File: src/rtl/mc_if.sv
// mc_if: handshake and datapath-select bundle between mc_ctrl and the MIPS datapath
interface mc_if #(
  parameter int OPCODE_WIDTH = 6,
  parameter int CNT_WIDTH    = 32
);
  logic                    start;
  logic [OPCODE_WIDTH-1:0] opcode;
  logic                    zero;
  logic                    mem_ready;
  logic                    mem_read;
  logic                    mem_write;
  logic                    i_or_d;
  logic                    ir_wrt;
  logic                    pc_wrt;
  logic                    pc_wrt_cond;
  logic                    reg_wrt;
  logic                    reg_dst;
  logic                    mem_to_reg;
  logic                    alu_src_a;
  logic [1:0]              alu_src_b;
  logic [1:0]              alu_op;
  logic [1:0]              pc_src;
  logic                    busy;
  logic                    fault;
  logic [1:0]              fault_code;
  logic [CNT_WIDTH-1:0]    instr_cnt;
  modport master (
    input  start, opcode, zero, mem_ready,
    output mem_read, mem_write, i_or_d, ir_wrt, pc_wrt, pc_wrt_cond, reg_wrt,
           reg_dst, mem_to_reg, alu_src_a, alu_src_b, alu_op, pc_src,
           busy, fault, fault_code, instr_cnt
  );
  modport slave (
    output start, opcode, zero, mem_ready,
    input  mem_read, mem_write, i_or_d, ir_wrt, pc_wrt, pc_wrt_cond, reg_wrt,
           reg_dst, mem_to_reg, alu_src_a, alu_src_b, alu_op, pc_src,
           busy, fault, fault_code, instr_cnt
  );
endinterface

File: src/rtl/mc_ctrl.sv
// mc_ctrl: multi-cycle MIPS control FSM with memory-wait watchdog and retired-instruction counter
module mc_ctrl #(
  parameter int OPCODE_WIDTH = 6,
  parameter int MEM_TIMEOUT  = 16,
  parameter int CNT_WIDTH    = 32
) (
  input logic   clk,
  input logic   rst,
  mc_if.master  bus
);
  localparam int TW = $clog2(MEM_TIMEOUT + 1);
  localparam logic [OPCODE_WIDTH-1:0] OP_R    = OPCODE_WIDTH'(6'b000000);
  localparam logic [OPCODE_WIDTH-1:0] OP_LW   = OPCODE_WIDTH'(6'b100011);
  localparam logic [OPCODE_WIDTH-1:0] OP_SW   = OPCODE_WIDTH'(6'b101011);
  localparam logic [OPCODE_WIDTH-1:0] OP_ADDI = OPCODE_WIDTH'(6'b001000);
  localparam logic [OPCODE_WIDTH-1:0] OP_BEQ  = OPCODE_WIDTH'(6'b000100);
  localparam logic [OPCODE_WIDTH-1:0] OP_J    = OPCODE_WIDTH'(6'b000010);

  typedef enum logic [3:0] {
    IDLE, FETCH, DECODE, EXEC_R, WB_R, ADDR, WB_I,
    MEM_RD, WB_LD, MEM_WR, BRANCH, JUMP, FAULT
  } state_t;

  state_t               state_q, state_d;
  logic [TW-1:0]        tmo_q, tmo_d;
  logic [1:0]           fc_q, fc_d;
  logic [CNT_WIDTH-1:0] cnt_q, cnt_d;
  logic                 mem_wait, timeout, retire;

  assign mem_wait = state_q == FETCH || state_q == MEM_RD || state_q == MEM_WR;
  // the ready cycle wins over an expiring watchdog, so timeout requires mem_ready low
  assign timeout  = mem_wait && !bus.mem_ready && tmo_q == TW'(MEM_TIMEOUT - 1);

  // next-state, fault code and retirement decisions
  always_comb begin
    state_d = state_q;
    fc_d    = fc_q;
    retire  = 1'b0;
    case (state_q)
      IDLE:   state_d = bus.start ? FETCH : IDLE;
      FETCH:  begin
        if (bus.mem_ready) state_d = DECODE;
        else if (timeout) begin
          state_d = FAULT;
          fc_d    = 2'd2;
        end
      end
      DECODE: begin
        case (bus.opcode)
          OP_R:                     state_d = EXEC_R;
          OP_LW, OP_SW, OP_ADDI:    state_d = ADDR;
          OP_BEQ:                   state_d = BRANCH;
          OP_J:                     state_d = JUMP;
          default: begin
            state_d = FAULT;
            fc_d    = 2'd1;
          end
        endcase
      end
      EXEC_R: state_d = WB_R;
      ADDR:   begin
        case (bus.opcode)
          OP_LW:   state_d = MEM_RD;
          OP_SW:   state_d = MEM_WR;
          OP_ADDI: state_d = WB_I;
          default: begin
            state_d = FAULT;
            fc_d    = 2'd1;
          end
        endcase
      end
      MEM_RD: begin
        if (bus.mem_ready) state_d = WB_LD;
        else if (timeout) begin
          state_d = FAULT;
          fc_d    = 2'd2;
        end
      end
      MEM_WR: begin
        if (bus.mem_ready) begin
          state_d = FETCH;
          retire  = 1'b1;
        end else if (timeout) begin
          state_d = FAULT;
          fc_d    = 2'd2;
        end
      end
      WB_R, WB_I, WB_LD, BRANCH, JUMP: begin
        state_d = FETCH;
        retire  = 1'b1;
      end
      default: state_d = FAULT;
    endcase
  end

  // watchdog counts stalled memory cycles and restarts whenever the state moves
  always_comb begin
    tmo_d = (state_d == state_q && mem_wait && !bus.mem_ready) ? tmo_q + 1'b1 : '0;
    cnt_d = retire ? cnt_q + 1'b1 : cnt_q;
  end

  // state, watchdog, fault code and instruction counter registers
  always_ff @(posedge clk or posedge rst) begin
    if (rst) begin
      state_q <= IDLE;
      tmo_q   <= '0;
      fc_q    <= '0;
      cnt_q   <= '0;
    end else begin
      state_q <= state_d;
      tmo_q   <= tmo_d;
      fc_q    <= fc_d;
      cnt_q   <= cnt_d;
    end
  end

  assign bus.mem_read    = state_q == FETCH || state_q == MEM_RD;
  assign bus.mem_write   = state_q == MEM_WR;
  assign bus.i_or_d      = state_q == MEM_RD || state_q == MEM_WR;
  assign bus.ir_wrt      = state_q == FETCH && bus.mem_ready;
  assign bus.pc_wrt      = (state_q == FETCH && bus.mem_ready) || state_q == JUMP;
  assign bus.pc_wrt_cond = state_q == BRANCH;
  assign bus.reg_wrt     = state_q == WB_R || state_q == WB_I || state_q == WB_LD;
  assign bus.reg_dst     = state_q == WB_R;
  assign bus.mem_to_reg  = state_q == WB_LD;
  assign bus.alu_src_a   = state_q == EXEC_R || state_q == ADDR || state_q == BRANCH;
  assign bus.alu_src_b   = state_q == FETCH ? 2'd1 : state_q == DECODE ? 2'd3 :
                           state_q == ADDR ? 2'd2 : 2'd0;
  assign bus.alu_op      = state_q == EXEC_R ? 2'd2 : state_q == BRANCH ? 2'd1 : 2'd0;
  assign bus.pc_src      = state_q == BRANCH ? 2'd1 : state_q == JUMP ? 2'd2 : 2'd0;
  assign bus.busy        = state_q != IDLE && state_q != FAULT;
  assign bus.fault       = state_q == FAULT;
  assign bus.fault_code  = fc_q;
  assign bus.instr_cnt   = cnt_q;
endmodule

File: src/flat_wrapper.sv
// flat-port wrapper written by rule: the top's interface ports become plain ports
module mc_ctrl_flat 
#(
  parameter int OPCODE_WIDTH = 6,
  parameter int MEM_TIMEOUT  = 16,
  parameter int CNT_WIDTH    = 32
)
  (clk, rst, bus_start, bus_opcode, bus_zero, bus_mem_ready, bus_mem_read, bus_mem_write, bus_i_or_d, bus_ir_wrt, bus_pc_wrt, bus_pc_wrt_cond, bus_reg_wrt, bus_reg_dst, bus_mem_to_reg, bus_alu_src_a, bus_alu_src_b, bus_alu_op, bus_pc_src, bus_busy, bus_fault, bus_fault_code, bus_instr_cnt);
  mc_if #(.OPCODE_WIDTH(OPCODE_WIDTH), .CNT_WIDTH(CNT_WIDTH)) bus_i ();
  input logic clk;
  input logic rst;
  input wire logic [$bits(bus_i.start)-1:0] bus_start;
  input wire logic [$bits(bus_i.opcode)-1:0] bus_opcode;
  input wire logic [$bits(bus_i.zero)-1:0] bus_zero;
  input wire logic [$bits(bus_i.mem_ready)-1:0] bus_mem_ready;
  output wire logic [$bits(bus_i.mem_read)-1:0] bus_mem_read;
  output wire logic [$bits(bus_i.mem_write)-1:0] bus_mem_write;
  output wire logic [$bits(bus_i.i_or_d)-1:0] bus_i_or_d;
  output wire logic [$bits(bus_i.ir_wrt)-1:0] bus_ir_wrt;
  output wire logic [$bits(bus_i.pc_wrt)-1:0] bus_pc_wrt;
  output wire logic [$bits(bus_i.pc_wrt_cond)-1:0] bus_pc_wrt_cond;
  output wire logic [$bits(bus_i.reg_wrt)-1:0] bus_reg_wrt;
  output wire logic [$bits(bus_i.reg_dst)-1:0] bus_reg_dst;
  output wire logic [$bits(bus_i.mem_to_reg)-1:0] bus_mem_to_reg;
  output wire logic [$bits(bus_i.alu_src_a)-1:0] bus_alu_src_a;
  output wire logic [$bits(bus_i.alu_src_b)-1:0] bus_alu_src_b;
  output wire logic [$bits(bus_i.alu_op)-1:0] bus_alu_op;
  output wire logic [$bits(bus_i.pc_src)-1:0] bus_pc_src;
  output wire logic [$bits(bus_i.busy)-1:0] bus_busy;
  output wire logic [$bits(bus_i.fault)-1:0] bus_fault;
  output wire logic [$bits(bus_i.fault_code)-1:0] bus_fault_code;
  output wire logic [$bits(bus_i.instr_cnt)-1:0] bus_instr_cnt;
  assign bus_i.start = bus_start;
  assign bus_i.opcode = bus_opcode;
  assign bus_i.zero = bus_zero;
  assign bus_i.mem_ready = bus_mem_ready;
  assign bus_mem_read = bus_i.mem_read;
  assign bus_mem_write = bus_i.mem_write;
  assign bus_i_or_d = bus_i.i_or_d;
  assign bus_ir_wrt = bus_i.ir_wrt;
  assign bus_pc_wrt = bus_i.pc_wrt;
  assign bus_pc_wrt_cond = bus_i.pc_wrt_cond;
  assign bus_reg_wrt = bus_i.reg_wrt;
  assign bus_reg_dst = bus_i.reg_dst;
  assign bus_mem_to_reg = bus_i.mem_to_reg;
  assign bus_alu_src_a = bus_i.alu_src_a;
  assign bus_alu_src_b = bus_i.alu_src_b;
  assign bus_alu_op = bus_i.alu_op;
  assign bus_pc_src = bus_i.pc_src;
  assign bus_busy = bus_i.busy;
  assign bus_fault = bus_i.fault;
  assign bus_fault_code = bus_i.fault_code;
  assign bus_instr_cnt = bus_i.instr_cnt;
  mc_ctrl #(.OPCODE_WIDTH(OPCODE_WIDTH), .MEM_TIMEOUT(MEM_TIMEOUT), .CNT_WIDTH(CNT_WIDTH)) u_core (.clk(clk), .rst(rst), .bus(bus_i));
endmodule
File: config.mk
export PLATFORM = sky130hd
export DESIGN_NAME = mc_ctrl_flat
export DESIGN_NICKNAME = d
export VERILOG_FILES = /design/src/rtl/mc_if.sv /design/src/rtl/mc_ctrl.sv /design/src/flat_wrapper.sv
export SDC_FILE = /design/constraint.sdc
export NUM_CORES = 1
export LEC_CHECK = 0
export ABC_AREA = 1
export CORE_AREA = 2 2 81 83
export DETAILED_ROUTE_END_ITERATION = 8
export DIE_AREA = 0 0 83 85
export GPL_TIMING_DRIVEN = 0
export HOLD_SLACK_MARGIN = 0.06
export PLACE_DENSITY = 0.74
export SYNTH_ARGS = -nofsm -noshare
export SYNTH_HDL_FRONTEND = slang
export SYNTH_SLANG_ARGS = --single-unit
export TNS_END_PERCENT = 5
File: constraint.sdc
create_clock -name clk -period 2.3 [get_ports clk]
set_input_delay 0.23 -clock clk [delete_from_list [all_inputs] [get_ports clk]]
set_output_delay 0.23 -clock clk [all_outputs]
set_load 0.03 [all_outputs]
* Word-level counts from Yosys, hierarchy flattened
Cells that the tools add are included.
** Storage, ports and cells
- Register bits :: 43
- Input bits :: 11
- Output and inout port bits :: 52
- Logic and storage cells :: 77
** Operators by class
- Add/sub/neg operators :: 2
- Eq/ne operators :: 24
- Mux-type cells :: 23
- Reduce and logical (&&, ||, !) cells :: 24
** Operators by type and width (count)
- $add A32 B1 Y32 const B :: 1
- $pmux W4 S8 :: 1
- $eq A4 B4 Y1 const B :: 5
- $mux W2 :: 10
- $eq A4 B3 Y1 const B :: 4
- $mux W4 :: 4
- $pmux W4 S4 :: 1
- $eq A6 B6 Y1 const B :: 2
- $pmux W4 S3 :: 1
- $eq A4 B2 Y1 const B :: 2
- $logic_or A1 B1 Y1 :: 8
- $eq A6 B2 Y1 const B :: 1
- $eq A6 B3 Y1 const B :: 1
- $eq A6 B4 Y1 const B :: 1
- $logic_and A1 B1 Y1 :: 6
- $logic_not A6 Y1 :: 1
- $ne A2 B2 Y1 const B :: 3
- $pmux W2 S3 :: 1
- $reduce_or A3 Y1 :: 2
- $reduce_or A6 Y1 :: 1
- $add A5 B1 Y5 const B :: 1
- $eq A5 B4 Y1 const B :: 1
- $mux W5 :: 1
- $reduce_and A5 Y1 :: 1
- other kinds (11) :: 13

* Logic depth before layout (Yosys ltp)
- Depth in word-level cells :: 12
- Mapped depth :: 11
- Depth with buffers taken out :: 11

* Least setup slack after synthesis
No wires, ideal clock.
- Kind :: register to output
- From :: reg u_core.state_q[3]
- To :: out bus_alu_src_a
- Arrival :: 1.443 ns
- Data required time :: 2.070 ns
- Setup slack :: 0.627 ns
- Stages on the path, launching flop included :: 6
- Path buffers :: 0
- Path through :: dfrtp_1 -> nor2_1 -> inv_1 -> nor2_1 -> nor2_1 -> nand2_1
** Between the ends
- Word-level cells in the longest chain between the ends :: 3
** RTL lines
- start: declaration :: line mc_ctrl.sv:24 : state_t state_q, state_d;
- start signal: assignment :: line mc_ctrl.sv:110 : state_q <= state_d;
- $eq A4 B2 Y1 or $eq A4 B3 Y1 (tied branches) :: line mc_ctrl.sv:126 : assign bus.alu_src_a = state_q == EXEC_R || state_q == ADDR || state_q == BRANCH;
- $logic_or A1 B1 Y1 :: line mc_ctrl.sv:126
- $logic_or A1 B1 Y1 (*) :: line mc_ctrl.sv:126
- end: declaration :: line flat_wrapper.sv:25 : output wire logic [$bits(bus_i.alu_src_a)-1:0] bus_alu_src_a;
Every way passes the cells marked *; elsewhere a longest branch is shown, timed or not.

* Final worst setup path
- From :: reg u_core.state_q[3]
- To :: out bus_mem_read
** Between the ends
- Word-level cells in the longest chain between the ends :: 2
** RTL lines
- $eq A4 B1 Y1 or $eq A4 B3 Y1 (tied branches) :: line mc_ctrl.sv:117 : assign bus.mem_read = state_q == FETCH || state_q == MEM_RD;
- $logic_or A1 B1 Y1 (*) :: line mc_ctrl.sv:117
- end: declaration :: line flat_wrapper.sv:16 : output wire logic [$bits(bus_i.mem_read)-1:0] bus_mem_read;
Marked as above.

==> flow_summary.toml <==
[outcome]
outcome = "finished clean"

[die]
die_outline_width_um = 83
std_cell_rows = 29
core_region_area_um2 = 6200
die_height_um = 85
full_die_area_um2 = 7060
io_pins = 63
start_util = 0.460

[clock_tree]
cts_setup_buffers = 0
cts-root-buf = "sky130_fd_sc_hd__clkbuf_8"
clock_tree_from_tritoncts = "built"
clk_path_buf_depth = 2
clock_latency_ns = 0.30
cts.reportedPaths.clkPinSlew_ns = 0.08
cts_inserted_buffers = 5
cts-htree-levels = 2
number_of_clock_sinks = 43

[power_and_ir_drop]
report.power.total_mw = 1.51
worst_ir_drop_vdd_v = 0.000272
power_density_nw_per_um2 = 406
power.leakage_nw = 1.66

[global_route]
number_of_global_route_vias_before_repair = 2798
first_pass_grt_wire_length_um = 12500
grt_use_met1 = 0.257
grt_start_max_net_pins = 26
grt.met3_usage = 0.0409
number_of_antenna_violations_at_the_first_check_in_global_routing = 0
use_met2 = 0.397
grt_busiest_layer = "met2"
grt_overflow_total = 0
grt_util_all_layers = 0.220

[drt]
viasPerCell = 4.94
detail_route.iter0.violations = 131
post-route-drc-count = 0
drt.antenna.violating_nets = 0
detail_route.first_pass.iterations = 4
detail_route.wl_per_cell_um = 12.6
routed-via-count = 2912
postRouteWirelength_um = 7440

[placement]
final_hpwl_dp_um = 5950
dp.cells = 581
placement.io_buffers = 61
gpl.final_weighted_congestion = 0.911
dpl_worst_slack_ns = 0.159
dpl_cell_area_um2 = 3580

[timing]
worstMarginPinSlew_ns = 0.465
clock_skew_ns = 0.00502
finalSetupTns_ns = 0
layout_min_cycle_time_ns = 2.17
final_max_slew_viol_count = 0
finalCritPeriodShare = 0.945
report.final.setup_viol = 0
max_freq_mhz = 460
hold_viol = 0
setup_slack_ns = 0.126
max-slew-margin-rel = 0.687
rsz0062_at_grt = "false"

[hold_path]
hold_path_class = "in2async"

[logic_synthesis]
synth_seq_cells = 43
synth_sequential_area_ratio = 0.377
synth.net_count = 456
synthesis.yosys.warnings = 0
netlist_area_um2 = 2860
number_of_standard_cells_after_synthesis = 442
synth_area_per_cell_um2 = 6.46
yosys.cell_types.count = 31

[layout]
stdcell_area_um2 = 3710
final-instance-count-excl-fill = 589
num-fill-cells = 566
drive_gt1_frac = 0.0469
antenna-diode-count = 0
syn_to_final_growth_pct = 30.0
final_net_count = 525

[worst_setup_path]
crit_arrival_ns = 1.94
path_buf_inv = 3
setup.worst_path.class = "reg2out"
critical_path.max_stage_delay_ns = 0.67
crit_path_top_delay_cell = "sky130_fd_sc_hd__clkdlybuf4s50_1"
worst_setup_path_end_kind = "output pin"
setup.worst_path.start = "u_core.state_q[3]"
cp_data_required_time_ns = 2.07
r2r_start = "u_core.state_q[1]"
crit_fanout = 6
worst_path_dominant_cell_family = "buffers and inverters"
worst-r2r-cell-count = 8
timing.critical_path.from_type = "register"
reg2reg_setup_slack_ns = 0.62
crit-reg2reg-capture = "u_core.bus.fault_code[1]"
crit_path_cell_trace = "nor2_1 -> inv_1 -> nor2_1 -> inv_1 -> nand2_1 -> clkdlybuf4s50_1"

[job]
maxCapViolCount = 0
## area by class of cell
class / count / area, um2 / share of cell area
multi-input cells: 350 / 1580 / 0.425
flip-flops and latches: 43 / 1080 / 0.290
repair buffers: 62 / 628 / 0.169
inverters: 44 / 165 / 0.0445
well taps: 77 / 96.3 / 0.0260
clock buffers: 6 / 72.6 / 0.0195
clock inverters: 2 / 60.1 / 0.0162
plain buffers: 5 / 36.3 / 0.00977
## state kept, by name, summed over array words and instances, names as in the netlist
signal	count
u_core.bus.fault_code	2
u_core.state_q	4
u_core.tmo_q	5
u_core.bus.instr_cnt	32
## layer usage
layer | routed length, um | vias up | share of wire
li1 | - | 1502 | -
met1 | 3300 | 1326 | 0.44
met2 | 3680 | 70 | 0.49
met3 | 294 | 14 | 0.040
met4 | 170 | 0 | 0.023
met5 | 0 | - | 0
## what timing repair did
| item | CTS | global route |
|---|---|---|
| endpoints found under the hold margin | 0 | 0 |
| gates resized for setup | 4 | 1 |
| endpoints found under the setup margin | 4 | 1 |
| pin swaps | 0 | 0 |
| hold buffers | 0 | 0 |
## how the worst max path moves through the flow
stage,cells past startpoint,endpoint,slack (ns)
4_1_cts,6,bus_pc_wrt,0.03
6_report,6,bus_mem_read,0.13
2_1_floorplan,5,bus_alu_src_a,0.63
5_1_grt,6,bus_mem_read,0.01
3_5_place_dp,4,bus_ir_wrt,0.16
3_3_place_gp,2,u_core.bus.instr_cnt[10],0.14
## Yosys cell counts
cell	instances	area [um2]
sky130_fd_sc_hd__xnor2_1	12	105
sky130_fd_sc_hd__buf_6	1	11.3
sky130_fd_sc_hd__buf_4	2	15.0
sky130_fd_sc_hd__inv_1	42	158
sky130_fd_sc_hd__o311ai_0	1	8.76
sky130_fd_sc_hd__nand2_1	176	661
sky130_fd_sc_hd__nand2_2	1	6.26
sky130_fd_sc_hd__o211ai_1	1	7.51
sky130_fd_sc_hd__a21oi_1	1	5.00
sky130_fd_sc_hd__nand3b_1	9	67.6
sky130_fd_sc_hd__o22ai_1	1	6.26
sky130_fd_sc_hd__nand3_2	1	10.0
sky130_fd_sc_hd__nand4_1	3	18.8
sky130_fd_sc_hd__a21oi_2	1	8.76
sky130_fd_sc_hd__xor2_1	4	35.0
sky130_fd_sc_hd__buf_2	2	10.0
sky130_fd_sc_hd__inv_2	2	7.51
sky130_fd_sc_hd__dfrtp_1	43	1080
sky130_fd_sc_hd__nand2_4	2	22.5
sky130_fd_sc_hd__o21a_1	1	7.51
sky130_fd_sc_hd__ha_1	3	37.5
sky130_fd_sc_hd__nor3_1	1	5.00
sky130_fd_sc_hd__o21ai_0	16	80.1
sky130_fd_sc_hd__o21ai_2	1	8.76
sky130_fd_sc_hd__o21ai_1	1	5.00
sky130_fd_sc_hd__nand3_1	22	110
sky130_fd_sc_hd__nor2_2	1	6.26
sky130_fd_sc_hd__nor3b_1	1	7.51
sky130_fd_sc_hd__nor2_1	88	330
sky130_fd_sc_hd__and2_1	1	6.26
sky130_fd_sc_hd__nor2_4	1	11.3
## layout by cell type, fill, tap and decap left out, types with 5 or more instances in the layout
cell type	Yosys	layout
sky130_fd_sc_hd__clkbuf_8	0	5
sky130_fd_sc_hd__inv_1	42	41
sky130_fd_sc_hd__nand3_1	22	22
sky130_fd_sc_hd__nor2_1	88	88
sky130_fd_sc_hd__xnor2_1	12	12
sky130_fd_sc_hd__nand3b_1	9	9
sky130_fd_sc_hd__dfrtp_1	43	43
sky130_fd_sc_hd__o21ai_0	16	16
sky130_fd_sc_hd__clkdlybuf4s50_1	0	56
sky130_fd_sc_hd__nand2_1	176	176
## report_power, final
group          leakage, nW  switching, mW  internal, mW
Combinational         1.01         0.0301        0.0210
Sequential           0.585              0         0.755
Clock               0.0654          0.267         0.434
Total                 1.66          0.297          1.21
## through the flow
step / utilization / hold slack (ns)
floorplan: - / 0.430
global placement: 0.574 / 0.447
detailed placement: 0.577 / 0.460
CTS: 0.598 / 0.253
global route: 0.598 / 0.273
finish: 0.598 / 0.242
## kinds of logic after synthesis
group | synth area share
simple gates | 0.442
buf+inv | 0.0706
flops | 0.377
compound gates | 0.0482
xor+xnor | 0.0491
fa+ha+maj | 0.0131
Power figures use the tool's default switching activity.
